## src/rtl/uart_mmio_pkg.sv

```systemverilog
// rtl/uart_mmio_pkg.sv - register map, status bits and TX FSM encoding for uart_tx_mmio
package uart_mmio_pkg;
    localparam logic [1:0] OFF_TXDATA = 2'd0;
    localparam logic [1:0] OFF_STATUS = 2'd1;
    localparam logic [1:0] OFF_BAUD   = 2'd2;

    localparam int ST_BUSY   = 0;
    localparam int ST_FULL   = 1;
    localparam int ST_EMPTY  = 2;
    localparam int ST_OVF    = 3;
    localparam int ST_CNT_LO = 4;

    localparam int          FRAME_BITS = 10;
    localparam logic [15:0] MIN_DIV    = 16'd2;

    typedef enum logic [1:0] {
        IDLE  = 2'd0,
        START = 2'd1,
        DATA  = 2'd2,
        STOP  = 2'd3
    } txState_t;
endpackage

```

## src/rtl/uart_tx_fifo.sv

```systemverilog
// rtl/uart_tx_fifo.sv - synchronous FIFO with head data-out; a push is accepted when full only if a pop coincides
module uart_tx_fifo #(
    parameter int DEPTH = 4,
    parameter int WIDTH = 8
) (
    input  logic                     clk,
    input  logic                     rst,
    input  logic                     push,
    input  logic                     pop,
    input  logic [WIDTH-1:0]         din,
    output logic [WIDTH-1:0]         dout,
    output logic                     full,
    output logic                     empty,
    output logic [$clog2(DEPTH):0]   count
);
    localparam int AW = $clog2(DEPTH);
    localparam logic [AW:0] FULL_CNT = (AW+1)'(DEPTH);

    logic [WIDTH-1:0] mem [DEPTH];
    logic [AW-1:0]    wrPtr;
    logic [AW-1:0]    rdPtr;
    logic             doPush;
    logic             doPop;

    assign doPop  = pop && !empty;
    assign doPush = push && (!full || doPop);
    assign full   = count == FULL_CNT;
    assign empty  = count == '0;
    assign dout   = mem[rdPtr];

    always_ff @(posedge clk) begin
        if (rst) begin
            wrPtr <= '0;
            rdPtr <= '0;
            count <= '0;
        end else begin
            if (doPush) begin
                mem[wrPtr] <= din;
                wrPtr      <= wrPtr + AW'(1);
            end
            if (doPop) begin
                rdPtr <= rdPtr + AW'(1);
            end
            case ({doPush, doPop})
                2'b10:   count <= count + (AW+1)'(1);
                2'b01:   count <= count - (AW+1)'(1);
                default: ;
            endcase
        end
    end
endmodule

```

## src/rtl/uart_tx_mmio.sv

```systemverilog
// rtl/uart_tx_mmio.sv - memory-mapped 8N1 UART transmitter: bus decode, registers and baud-paced TX FSM
module uart_tx_mmio
    import uart_mmio_pkg::*;
#(
    parameter logic [31:0] BASE_ADDR   = 32'h1001_0000,
    parameter logic [15:0] DEFAULT_DIV = 16'd434,
    parameter int          FIFO_DEPTH  = 4
) (
    input  logic        clk,
    input  logic        rst,
    input  logic [31:0] HADDR,
    input  logic [31:0] HWDATA,
    input  logic        MemWrite,
    input  logic        MemRead,
    output logic [31:0] HRDATA,
    output logic        tx,
    output logic        irq
);
    localparam int CW = $clog2(FIFO_DEPTH) + 1;

    logic          hit;
    logic [1:0]    offset;
    logic          wrTxData;
    logic          wrStatus;
    logic          wrBaud;
    logic          fifoPop;
    logic          fifoFull;
    logic          fifoEmpty;
    logic [7:0]    fifoHead;
    logic [CW-1:0] fifoCount;
    logic [15:0]   baudDiv;
    logic [15:0]   shadowDiv;
    logic [15:0]   baudCnt;
    logic          overflow;
    logic          bitDone;
    txState_t      state;
    logic [7:0]    shiftReg;
    logic [2:0]    bitIdx;
    logic [31:0]   statusWord;
    logic          unusedBits;

    assign hit      = HADDR[31:4] == BASE_ADDR[31:4];
    assign offset   = HADDR[3:2];
    assign wrTxData = MemWrite && hit && (offset == OFF_TXDATA);
    assign wrStatus = MemWrite && hit && (offset == OFF_STATUS);
    assign wrBaud   = MemWrite && hit && (offset == OFF_BAUD);
    assign bitDone  = baudCnt == 16'd0;
    // The FSM only consumes a byte when idle or at the end of a stop bit
    assign fifoPop  = !fifoEmpty && ((state == IDLE) || ((state == STOP) && bitDone));
    assign unusedBits = ^{HADDR[1:0], HWDATA[31:16]};

    uart_tx_fifo #(.DEPTH(FIFO_DEPTH), .WIDTH(8)) u_fifo (
        .clk   (clk),
        .rst   (rst),
        .push  (wrTxData),
        .pop   (fifoPop),
        .din   (HWDATA[7:0]),
        .dout  (fifoHead),
        .full  (fifoFull),
        .empty (fifoEmpty),
        .count (fifoCount)
    );

    always_comb begin
        statusWord                    = '0;
        statusWord[ST_BUSY]           = state != IDLE;
        statusWord[ST_FULL]           = fifoFull;
        statusWord[ST_EMPTY]          = fifoEmpty;
        statusWord[ST_OVF]            = overflow;
        statusWord[ST_CNT_LO +: 3]    = 3'(fifoCount);
    end

    always_comb begin
        HRDATA = '0;
        if (MemRead && hit) begin
            case (offset)
                OFF_STATUS: HRDATA = statusWord;
                OFF_BAUD:   HRDATA = {16'h0, baudDiv};
                default:    HRDATA = '0;
            endcase
        end
    end

    always_ff @(posedge clk) begin
        if (rst) begin
            baudDiv  <= DEFAULT_DIV;
            overflow <= 1'b0;
        end else begin
            if (wrBaud) begin
                baudDiv <= (HWDATA[15:0] < MIN_DIV) ? MIN_DIV : HWDATA[15:0];
            end
            // A dropped push outranks a simultaneous clear
            if (wrTxData && fifoFull && !fifoPop) begin
                overflow <= 1'b1;
            end else if (wrStatus && HWDATA[ST_OVF]) begin
                overflow <= 1'b0;
            end
        end
    end

    always_ff @(posedge clk) begin
        if (rst) begin
            state     <= IDLE;
            tx        <= 1'b1;
            irq       <= 1'b1;
            baudCnt   <= '0;
            shadowDiv <= DEFAULT_DIV;
            shiftReg  <= '0;
            bitIdx    <= '0;
        end else begin
            irq <= fifoEmpty && (state == IDLE);
            if (state != IDLE) begin
                baudCnt <= baudCnt - 16'd1;
            end
            if (fifoPop) begin
                shiftReg  <= fifoHead;
                shadowDiv <= baudDiv;
                baudCnt   <= baudDiv - 16'd1;
                state     <= START;
                tx        <= 1'b0;
            end else begin
                case (state)
                    START: if (bitDone) begin
                        state   <= DATA;
                        bitIdx  <= '0;
                        tx      <= shiftReg[0];
                        baudCnt <= shadowDiv - 16'd1;
                    end
                    DATA: if (bitDone) begin
                        baudCnt <= shadowDiv - 16'd1;
                        if (bitIdx == 3'(FRAME_BITS - 3)) begin
                            state <= STOP;
                            tx    <= 1'b1;
                        end else begin
                            bitIdx <= bitIdx + 3'd1;
                            tx     <= shiftReg[bitIdx + 3'd1];
                        end
                    end
                    STOP: if (bitDone) begin
                        state <= IDLE;
                    end
                    default: ;
                endcase
            end
        end
    end
endmodule

```

## config.mk

```make
export PLATFORM = sky130hd
export DESIGN_NAME = uart_tx_mmio
export DESIGN_NICKNAME = d
export VERILOG_FILES = /design/src/rtl/uart_mmio_pkg.sv /design/src/rtl/uart_tx_fifo.sv /design/src/rtl/uart_tx_mmio.sv
export SDC_FILE = /design/constraint.sdc
export NUM_CORES = 1
export LEC_CHECK = 0
export ABC_AREA = 1
export CORE_MARGIN = 2
export CORE_UTILIZATION = 56
export CTS_BUF_LIST = sky130_fd_sc_hd__clkbuf_4 sky130_fd_sc_hd__clkbuf_8
export DETAILED_ROUTE_END_ITERATION = 10
export GPL_TIMING_DRIVEN = 0
export PLACE_DENSITY = 0.83
export SYNTH_ARGS = -nofsm -noshare
export SYNTH_HDL_FRONTEND = slang
export SYNTH_HIERARCHICAL = 1
export SYNTH_SLANG_ARGS = --single-unit
```

## constraint.sdc

```tcl
create_clock -name clk -period 2.5 [get_ports clk]
set_clock_uncertainty 0.05 [all_clocks]
set_input_delay 0.5 -clock clk [delete_from_list [all_inputs] [get_ports clk]]
set_output_delay 0.5 -clock clk [all_outputs]
set_load 0.02 [all_outputs]
```

==> flow_summary.yaml <==
outcome:
  outcome: "completed"
cts:
  cts-root-buf: "clkbuf_8"
  clkSinkCount: 105
  cts_tree: "yes"
  cts_buffers: 9
  clk_latency_ns: 0.39
  htree_levels: 3
  path_clk_slew_ns: 0.11
  clockBufferDepth: 2
worst_setup_path:
  start_kind: "primary input"
  arrival_ns: 1.89
  end_kind: "output port"
  critPathKind: "in -> out"
  worstReg2RegStart: "baudCnt[0]"
  critPathLaunch: "HADDR[29]"
  critPathMaxFanout: 7
  cp.required_ns: 1.95
global_route:
  overflow: 0
  antenna_found_initial: 0
  grt_usage_pct: 25.6
  grt_pass1_vias: 5130
  grt_start_max_net_pins: 22
  grt_pass1_wl_um: 23800
placement:
  dp_cells: 1060
  dpl.hpwl_um: 11000
  dpl-instance-area_um2: 7070
  gp_congestion: 0.852
  port-buffer-count: 67
power_and_ir_drop:
  ir_worst_vdd_mv: 0.519
  total_power_uw: 5300
  cellLeakagePower_uw: 0.00335
  power.density_nw_per_um2: 705
run:
  cap_violations: 0
floorplanning:
  core_area_um2: 10800
  rows: 38
  io_pins: 102
  die-area_um2: 11900
  die_y_um: 109
  die_w_um: 109
  start_util_pct: 57.1
yosys:
  synth.yosys.seq_area_share_pct: 39.3
  yosys_warnings: 6
  syn_inst: 838
  yosys_register_bits: 105
  synth.distinct_cells: 43
  synth_area_um2: 6170
  syn_avg_cell_area_um2: 7.36
layout:
  finalNonFillerCells: 1080
  mostFrequentLayoutCell: "nand2_1"
  insertedDiodeCount: 0
  final_cell_mix: "nand2_1, nor2_1, inv_1"
  drive_gt1_share_pct: 17.0
  utilization_pct: 69.7
  syn_to_final_growth_pct: 22.0
  fin_nets: 1023
  finalInstanceArea_um2: 7520
timing:
  drv_slew: 0
  rsz0062_at_grt: "yes"
  period_share_pct: 97.5
  fmax_mhz: 410
  relSlewSlack_pct: 62.9
  tns_ns: 0
  finalHoldViolations: 0
  min_period_ns: 2.44
  finalSetupViolations: 0
  tightestPinTransition_ns: 0.556
drt:
  ant_nets: 0
  drc: 0
  dr.pass1.iters: 5
  drtIter0Drc: 357
  avgRoutedWirePerCell_um: 14.1
  num_vias: 5676
  drt-total-wl_um: 15300
  vias_per_cell: 5.26
worst_hold_path:
  holdCritStartpoint: "shiftReg[1]"
  hp-class: "reg -> reg"
## repair_timing
| action | CTS | global route |
|---|---|---|
| cloned | 0 | 1 |
| pin swaps | 2 | 33 |
| endpoints found under the setup margin | 50 | 40 |
| hold buffers | 0 | 0 |
| gates resized for setup | 95 | 69 |
| buffers inserted | 2 | 3 |
## layout make-up
| cell class | count | area [um2] |
|---|---|---|
| repair buffers | 72 | 724 |
| clock inverters | 7 | 103 |
| inverters | 90 | 342 |
| plain buffers | 32 | 254 |
| clock buffers | 9 | 124 |
| fillers | 834 | 3270 |
| flip-flops and latches | 105 | 2430 |
| multi-input cells | 625 | 3370 |
| well taps | 140 | 175 |
## power by group
part / total (uW) / internal [uW] / switching, uW
clock network: 1170 / 501 / 672
registers: 2040 / 1900 / 141
logic: 2090 / 799 / 1290
## sequential cells by signal, summed over array words and instances (netlist names), named ones only
| signal | count |
|---|---|
| shadowDiv | 16 |
| u_fifo/wrPtr | 2 |
| u_fifo/rdPtr | 2 |
| u_fifo/count | 3 |
| shiftReg | 8 |
| bitIdx | 3 |
| overflow | 1 |
| baudDiv | 16 |
| irq | 1 |
| state | 2 |
| u_fifo/mem | 32 |
| baudCnt | 16 |
| tx | 1 |
## critical path: stages
cell and delay [ns]:
clkdlybuf4s50_1 0.40, inv_1 0.06, nand2_1 0.04, nor2_1 0.08
nand2_1 0.09, nor2_4 0.24, nand3_4 0.17, a21oi_2 0.17
buf_6 0.14
## cell families (layout without fill, tap and decap cells)
family / count (synthesis) / in the layout / share of synthesized area, %
AO/OA/AOI/OAI: 115 / 115 / 11.7
XOR/XNOR: 22 / 22 / 3.13
adder cells (fa/ha/maj): 20 / 20 / 4.18
buffers and inverters: 124 / 210 / 9.72
flip-flops: 105 / 105 / 39.3
other: 1 / 16 / 0.0608
AND/OR/NAND/NOR: 451 / 452 / 31.9
## through the flow
stage / setup WS [ns] / hold slack (ns)
after floorplan: 0.181 / 0.369
after global placement: -0.754 / 0.382
after detailed placement: -0.777 / 0.385
after CTS: -0.0171 / 0.407
after global routing: -0.0449 / 0.433
final: 0.0618 / 0.404
## metal layers
| layer | up-vias | wire length [um] | track usage (%) |
|---|---|---|---|
| met1 | 2600 | 6750 | 32.2 |
| met5 | - | 0 | 0 |
| met2 | 173 | 7490 | 44.5 |
| met3 | 26 | 771 | 4.36 |
| met4 | 0 | 258 | 8.24 |
| li1 | 2877 | - | - |
## synthesized netlist by cell type (all sizes together)
cell type | n | area, um2
nand2 | 224 | 868
nor2 | 138 | 602
inv | 89 | 334
dfxtp | 73 | 1460
nand3 | 63 | 348
o21ai | 49 | 264
a21oi | 40 | 230
edfxtp | 32 | 961
buf | 29 | 243
ha | 19 | 238
xor2 | 19 | 166
o22ai | 17 | 163
nor3 | 13 | 65.1
nand4 | 8 | 50.1
clkbuf | 5 | 18.8
o211ai | 5 | 37.5
or2 | 3 | 18.8
xnor2 | 3 | 26.3
a22oi | 1 | 7.51
a31oi | 1 | 6.26
and2 | 1 | 6.26
clkinv | 1 | 3.75
conb | 1 | 3.75
fa | 1 | 20.0
nand3b | 1 | 7.51
o311ai | 1 | 8.76
o31ai | 1 | 7.51
## final timing paths
check / cells after the start / to / slack (ns)
hold reg to reg: 2 / shiftReg[1] / 0.40
hold / removal: 2 / shiftReg[1] / 0.40
setup / recovery: 9 / HRDATA[4] / 0.06
setup reg to reg: 16 / u_fifo/count[2] / 0.14
Power figures use the tool's default switching activity.
